$ cat src/rtl/mips32_rtype_multicycle_if.sv
// Instruction handshake, preload port and retire strobe of the multi-cycle R-type core.
// The master drives instructions and preloads; the slave (the core) reports retirements.
interface mips32_rtype_multicycle_if #(
  parameter int DATA_W = 32
);
  logic              instr_valid;
  logic [31:0]       instr;
  logic              instr_ready;
  logic              pl_we;
  logic [4:0]        pl_addr;
  logic [DATA_W-1:0] pl_data;
  logic              result_valid;
  logic [DATA_W-1:0] result;
  logic [4:0]        result_rd;
  logic              ovf;
  logic              illegal;

  modport master (
    output instr_valid, instr, pl_we, pl_addr, pl_data,
    input  instr_ready, result_valid, result, result_rd, ovf, illegal
  );

  modport slave (
    input  instr_valid, instr, pl_we, pl_addr, pl_data,
    output instr_ready, result_valid, result, result_rd, ovf, illegal
  );
endinterface

$ cat src/rtl/mips32_rtype_multicycle.sv
// Multi-cycle MIPS R-type core: IDLE -> DECODE -> EXEC -> WB over a 32-entry register file,
// with a one-cycle retire strobe carrying result, destination, overflow and illegal flags.
module mips32_rtype_multicycle #(
  parameter int DATA_W      = 32,
  parameter bit TRAP_ON_OVF = 1'b1
) (
  input logic                    clk,
  input logic                    reset,
  mips32_rtype_multicycle_if.slave bus
);
  localparam int SH_W = $clog2(DATA_W);
  localparam int MSB  = DATA_W - 1;

  typedef enum logic [1:0] {S_IDLE, S_DECODE, S_EXEC, S_WB} state_t;

  state_t            state_q, state_d;
  logic [31:0]       ir_q;
  logic [DATA_W-1:0] regs_q [32];
  logic [DATA_W-1:0] a_q, b_q, alu_q, alu_d, result_q;
  logic              ovf_q, ovf_d, ill_q, ill_d, funct_ok;
  logic              result_valid_q, res_ovf_q, res_ill_q;
  logic [4:0]        result_rd_q;
  logic              accept, pl_take, wb_en;

  logic [5:0]        op, funct;
  logic [4:0]        rs, rt, rd, shamt;
  logic [SH_W-1:0]   sh_imm, sh_var;
  logic [DATA_W-1:0] sum, diff;

  assign op     = ir_q[31:26];
  assign rs     = ir_q[25:21];
  assign rt     = ir_q[20:16];
  assign rd     = ir_q[15:11];
  assign shamt  = ir_q[10:6];
  assign funct  = ir_q[5:0];
  assign sh_imm = SH_W'(shamt);
  assign sh_var = a_q[SH_W-1:0];
  assign sum    = a_q + b_q;
  assign diff   = a_q - b_q;

  always_ff @(posedge clk or posedge reset) begin
    if (reset) state_q <= S_IDLE;
    else       state_q <= state_d;
  end

  always_comb begin
    state_d = state_q;
    accept  = 1'b0;
    case (state_q)
      S_IDLE: begin
        if (bus.instr_valid) begin
          accept  = 1'b1;
          state_d = S_DECODE;
        end
      end
      S_DECODE: state_d = S_EXEC;
      S_EXEC:   state_d = S_WB;
      S_WB:     state_d = S_IDLE;
      default:  state_d = S_IDLE;
    endcase
  end

  always_comb begin
    funct_ok = 1'b0;
    case (funct)
      6'h00, 6'h02, 6'h03, 6'h04, 6'h06, 6'h07,
      6'h20, 6'h21, 6'h22, 6'h23, 6'h24, 6'h25,
      6'h26, 6'h27, 6'h2A, 6'h2B: funct_ok = 1'b1;
      default:                    funct_ok = 1'b0;
    endcase
    ill_d = (op != 6'd0) || !funct_ok;
  end

  always_comb begin
    alu_d = '0;
    ovf_d = 1'b0;
    case (funct)
      6'h24: alu_d = a_q & b_q;
      6'h25: alu_d = a_q | b_q;
      6'h26: alu_d = a_q ^ b_q;
      6'h27: alu_d = ~(a_q | b_q);
      6'h20: begin
        alu_d = sum;
        ovf_d = (a_q[MSB] == b_q[MSB]) && (sum[MSB] != a_q[MSB]);
      end
      6'h21: alu_d = sum;
      6'h22: begin
        alu_d = diff;
        ovf_d = (a_q[MSB] != b_q[MSB]) && (diff[MSB] != a_q[MSB]);
      end
      6'h23: alu_d = diff;
      6'h2A: alu_d = {{(DATA_W-1){1'b0}}, $signed(a_q) < $signed(b_q)};
      6'h2B: alu_d = {{(DATA_W-1){1'b0}}, a_q < b_q};
      6'h00: alu_d = b_q << sh_imm;
      6'h02: alu_d = b_q >> sh_imm;
      6'h03: alu_d = $signed(b_q) >>> sh_imm;
      6'h04: alu_d = b_q << sh_var;
      6'h06: alu_d = b_q >> sh_var;
      6'h07: alu_d = $signed(b_q) >>> sh_var;
      default: alu_d = '0;
    endcase
  end

  // A preload loses to an instruction accepted on the same edge.
  assign pl_take = (state_q == S_IDLE) && !accept && bus.pl_we && (bus.pl_addr != 5'd0);
  assign wb_en   = (state_q == S_WB) && (rd != 5'd0) && !ill_q && !(ovf_q && TRAP_ON_OVF);

  always_ff @(posedge clk or posedge reset) begin
    if (reset) begin
      for (int i = 0; i < 32; i++) regs_q[i] <= '0;
    end else if (wb_en) begin
      regs_q[rd] <= alu_q;
    end else if (pl_take) begin
      regs_q[bus.pl_addr] <= bus.pl_data;
    end
  end

  always_ff @(posedge clk or posedge reset) begin
    if (reset) begin
      ir_q           <= '0;
      a_q            <= '0;
      b_q            <= '0;
      alu_q          <= '0;
      ovf_q          <= 1'b0;
      ill_q          <= 1'b0;
      result_valid_q <= 1'b0;
      result_q       <= '0;
      result_rd_q    <= '0;
      res_ovf_q      <= 1'b0;
      res_ill_q      <= 1'b0;
    end else begin
      result_valid_q <= 1'b0;
      case (state_q)
        S_IDLE: begin
          if (accept) ir_q <= bus.instr;
        end
        S_DECODE: begin
          a_q   <= regs_q[rs];
          b_q   <= regs_q[rt];
          ill_q <= ill_d;
        end
        S_EXEC: begin
          alu_q <= alu_d;
          ovf_q <= ovf_d && !ill_q;
        end
        S_WB: begin
          result_valid_q <= 1'b1;
          result_q       <= ill_q ? '0 : alu_q;
          result_rd_q    <= rd;
          res_ovf_q      <= ovf_q;
          res_ill_q      <= ill_q;
        end
        default: ;
      endcase
    end
  end

  assign bus.instr_ready  = (state_q == S_IDLE);
  assign bus.result_valid = result_valid_q;
  assign bus.result       = result_q;
  assign bus.result_rd    = result_rd_q;
  assign bus.ovf          = res_ovf_q;
  assign bus.illegal      = res_ill_q;
endmodule

$ cat src/flat_wrapper.sv
// flat-port wrapper written by rule: the top's interface ports become plain ports
module mips32_rtype_multicycle_flat 
#(
  parameter int DATA_W      = 32,
  parameter bit TRAP_ON_OVF = 1'b1
)
  (clk, reset, bus_instr_valid, bus_instr, bus_pl_we, bus_pl_addr, bus_pl_data, bus_instr_ready, bus_result_valid, bus_result, bus_result_rd, bus_ovf, bus_illegal);
  mips32_rtype_multicycle_if #(.DATA_W(DATA_W)) bus_i ();
  input logic clk;
  input logic reset;
  input wire logic [$bits(bus_i.instr_valid)-1:0] bus_instr_valid;
  input wire logic [$bits(bus_i.instr)-1:0] bus_instr;
  input wire logic [$bits(bus_i.pl_we)-1:0] bus_pl_we;
  input wire logic [$bits(bus_i.pl_addr)-1:0] bus_pl_addr;
  input wire logic [$bits(bus_i.pl_data)-1:0] bus_pl_data;
  output wire logic [$bits(bus_i.instr_ready)-1:0] bus_instr_ready;
  output wire logic [$bits(bus_i.result_valid)-1:0] bus_result_valid;
  output wire logic [$bits(bus_i.result)-1:0] bus_result;
  output wire logic [$bits(bus_i.result_rd)-1:0] bus_result_rd;
  output wire logic [$bits(bus_i.ovf)-1:0] bus_ovf;
  output wire logic [$bits(bus_i.illegal)-1:0] bus_illegal;
  assign bus_i.instr_valid = bus_instr_valid;
  assign bus_i.instr = bus_instr;
  assign bus_i.pl_we = bus_pl_we;
  assign bus_i.pl_addr = bus_pl_addr;
  assign bus_i.pl_data = bus_pl_data;
  assign bus_instr_ready = bus_i.instr_ready;
  assign bus_result_valid = bus_i.result_valid;
  assign bus_result = bus_i.result;
  assign bus_result_rd = bus_i.result_rd;
  assign bus_ovf = bus_i.ovf;
  assign bus_illegal = bus_i.illegal;
  mips32_rtype_multicycle #(.DATA_W(DATA_W), .TRAP_ON_OVF(TRAP_ON_OVF)) u_core (.clk(clk), .reset(reset), .bus(bus_i));
endmodule
$ cat config.mk
export PLATFORM = sky130hd
export DESIGN_NAME = mips32_rtype_multicycle_flat
export DESIGN_NICKNAME = d
export VERILOG_FILES = /design/src/rtl/mips32_rtype_multicycle_if.sv /design/src/rtl/mips32_rtype_multicycle.sv /design/src/flat_wrapper.sv
export SDC_FILE = /design/constraint.sdc
export NUM_CORES = 2
export LEC_CHECK = 0
export ABC_CLOCK_PERIOD_IN_PS = 96700
export BUFFER_PORTS_ARGS = -buffer_cell sky130_fd_sc_hd__buf_2
export CELL_PAD_IN_SITES_DETAIL_PLACEMENT = 0
export CELL_PAD_IN_SITES_GLOBAL_PLACEMENT = 2
export CORE_MARGIN = 2
export CORE_UTILIZATION = 35
export CTS_BUF_LIST = sky130_fd_sc_hd__clkbuf_16
export DETAILED_ROUTE_END_ITERATION = 12
export PLACE_DENSITY = 0.75
export SLEW_MARGIN = 20
export SYNTH_ARGS = -nofsm -noshare
export SYNTH_HDL_FRONTEND = slang
export SYNTH_SLANG_ARGS = --single-unit
$ cat constraint.sdc
create_clock -name clk -period 96.7 [get_ports clk]
set_clock_uncertainty 0.15 [all_clocks]
set_input_delay 19.34 -clock clk [delete_from_list [all_inputs] [get_ports clk]]
set_output_delay 19.34 -clock clk [all_outputs]
set_load 0.01 [all_outputs]
==> run_results.csv <==
group,metric,value,unit
min_path,holdPathStages,0,
cts,cts-root-buf,"clkbuf_16",
worst_setup_path,worstSetupPathType,"primary input to async pin",
synthesis,synth.avg_cell_area,9.92,um2
min_path,hp-class,"register to register",
detailed_routing,first_iter_violations,10294,
synthesis,synthCells,7906,
cts,cts_max_level,4,
detailed_routing,routed-via-count,70646,
sta,setup_ws,72.83,ns
floorplanning,dieArea,228000,um2
min_path,hold_path_end,"u_core.regs_q[1021]$_DFFE_PP0P_",
cts,cts_num_sinks,1196,
cts,cts_tree,"built",
worst_setup_path,worst_r2r_startpoint,"u_core.ir_q[21]$_DFFE_PP0P_",
placed_design,place_congestion,0.949,
synthesis,synth_top_cell_area_share,38.2,%
layout,drive_gt1_share,18.9,%
synthesis,yosys-top-cells-count,"dfrtp_1, a22oi_1, nor2_1",
floorplanning,core-area,223000,um2
sta,slew_violations,0,
sta,fin_crit_sh,24.7,%
worst_setup_path,r2r_slack,90.79,ns
cts,clockBufferDepth,3,
synthesis,synth.most_common_cell,"dfrtp_1",
worst_setup_path,r2r-end,"u_core.a_q[1]$_DFFE_PP0N_",
worst_setup_path,reg2reg_depth,7,
worst_setup_path,critical_path.max_fanout,97,
pwr,p_leak,33.4,nW
cts,cts.hold.buffers_added,0,
placed_design,dp_hpwl,224,mm
synthesis,synth-main-ff-cell,"dfrtp_1",
detailed_routing,drc_errors,0,
synthesis,synth-edff-count,0,
placed_design,portBuffers,113,
floorplanning,initial_core_util,35.2,%
sta,final.setup.tns,0,ns
layout,num-nets-final,7594,
layout,syn_to_final_growth,10.1,%
cts,cts_resized,0,
pwr,clock_power_share,19.8,%
cts,cts_setup_buffers,0,
global_routing,antenna_found_initial,33,
pwr,power_frac_seq,28.3,%
global_routing,grt_pass1_wl,537,mm
placed_design,pre_cts_ws,71.87,ns
sta,fmax,41.9,MHz
cts,path_clk_slew,0.06,ns
pwr,cellPowerDensity,32.7,nW/um2
synthesis,syn_area,78400,um2
status,status,"completed",
pwr,p_comb_share,51.8,%
synthesis,yosys_warnings,0,
sta,slew_headroom,13.2,%
detailed_routing,firstDrtPassIters,8,
detailed_routing,wire_per_inst,36.4,um
synthesis,async_flop_share,100,%
floorplanning,chipHeight,477,um
synthesis,ys_seq_area_share,38.2,%
pwr,power.switching,1.33,mW
worst_setup_path,critical_path_required,97.32,ns
synthesis,ys_ff_latch,1196,
sta,max_slew.worst_pin.slew,1.27,ns
pwr,p_int,1.49,mW
global_routing,grt_pass1_vias,68352,
pwr,swShare,47.2,%
sta,finalSetupViolCount,0,
global_routing,overflow,0,
global_routing,grt_max_degree,159,
sta,hold_violations,0,
detailed_routing,routed_wl,383,mm
worst_setup_path,arrival,24.49,ns
detailed_routing,via_per_inst,6.71,
detailed_routing,ant_nets,0,
synthesis,synth_cell_type_count,90,
floorplanning,num_rows,173,
floorplanning,io_pins,114,
synthesis,synth_nets,8086,
pwr,p_total,2.82,mW
layout,fillers,21932,
worst_setup_path,start_kind,"primary input",
cts,numCtsBuffers,149,
cts,clkLatencyLatePin,0.83,ns
synthesis,synth_top_area_cell,"dfrtp_1",
pwr,ir_drop,0.0412,mV
floorplanning,fp.dieW,477,um
sta,layout_min_cycle_time,23.87,ns
synthesis,synth_area_leaders,"dfrtp_1, mux4_2, a22oi_1",
sta,rsz0062_at_grt,"false",
global_routing,grt.total_usage,32.8,%
run,maxCapViolCount,0,
min_path,hold_start,"u_core.regs_q[1021]$_DFFE_PP0P_",
worst_setup_path,critPathCaptureType,"async pin",
-- layout make-up --
cell class	count	area [um2]	share of cell area (%)
Clock buffer	152	3800	4.41
Antenna cell	13	32.5	0.0377
Multi-Input combinational cell	5590	44900	52.1
Sequential cell	1196	30000	34.7
Tap cell	2975	3720	4.31
Clock inverter	122	943	1.09
Timing Repair Buffer	341	2380	2.76
Inverter	136	518	0.600
-- metal layers --
layer  GRT usage [%]  routed length, um  up-vias
li1                -                  -    28635
met1            41.5             143000    35962
met2            49.6             170000     4763
met3            9.02              42200     1268
met4            20.7              28200       18
met5          0.0840                156        -
-- through the flow --
step / util (%) / area [um2] / std cells / hold slack [ns]
global placement: 36.6 / 81400 / 10236 / 0.226
finish: 38.8 / 86300 / 10525 / 0.246
floorplan: - / 78400 / 7906 / 0.291
CTS: 38.7 / 86200 / 10510 / 0.247
global route: 38.8 / 86300 / 10515 / 0.255
detailed placement: 36.6 / 81400 / 10236 / 0.232
-- sequential cells by signal, indices dropped and copies added (netlist names) --
| name | count |
|---|---|
| u_core.a_q | 32 |
| u_core.bus.illegal | 1 |
| u_core.bus.ovf | 1 |
| u_core.ir_q | 32 |
| u_core.regs_q | 1024 |
| u_core.bus.result_rd | 5 |
| u_core.state_q | 2 |
| u_core.bus.result_valid | 1 |
| u_core.bus.result | 32 |
| u_core.b_q | 32 |
| u_core.ill_q | 1 |
| u_core.alu_q | 32 |
| u_core.ovf_q | 1 |
-- cells by family after synthesis --
family	synth area share (%)
and+or+nand+nor	9.09
AOI/OAI and AO/OA	22.1
xor gates and xnor gates	0.693
buffers and inverters	5.55
muxes	22.7
adders and majority gates	1.73
DFF	38.2
-- how the worst max path moves through the flow --
stage | from | endpoint | cells after the start
3_3_place_gp | reset | u_core.regs_q[830]$_DFFE_PP0P_ | 7
2_1_floorplan | reset | u_core.a_q[0]$_DFFE_PP0N_ | 1
4_1_cts | reset | u_core.regs_q[798]$_DFFE_PP0P_ | 7
6_report | reset | u_core.regs_q[990]$_DFFE_PP0P_ | 7
5_1_grt | reset | u_core.regs_q[926]$_DFFE_PP0P_ | 7
3_5_place_dp | reset | u_core.regs_q[798]$_DFFE_PP0P_ | 7
-- power groups by stage --
stage | clock, mW | sequential [mW] | combinational, mW
4_1_cts | 0.565 | 0.792 | 1.43
2_1_floorplan | 0 | 0.701 | 0.996
3_3_place_gp | 0 | 0.792 | 1.42
5_1_grt | 0.586 | 0.811 | 1.53
6_report | 0.560 | 0.800 | 1.46
3_5_place_dp | 0 | 0.799 | 1.42
-- cells in the final DEF, fill, tap and decap left out, types with 62 or more instances in the layout --
cell type	instances
buf_2	113
clkbuf_16	152
o21ai_0	443
nor2_1	912
nand2_1	552
mux4_2	654
mux2i_1	205
ha_1	103
a22oi_1	1032
a21oi_1	906
buf_4	220
inv_1	163
dfrtp_1	1184
nor2_4	62
-- critical path, stage by stage --
cell	delay (ns)
buf_2	0.13
inv_8	0.45
buf_4	0.74
buf_4	0.87
buf_4	0.90
buf_4	0.78
buf_4	0.91
Note: power is estimated with default switching activity, not from simulation.
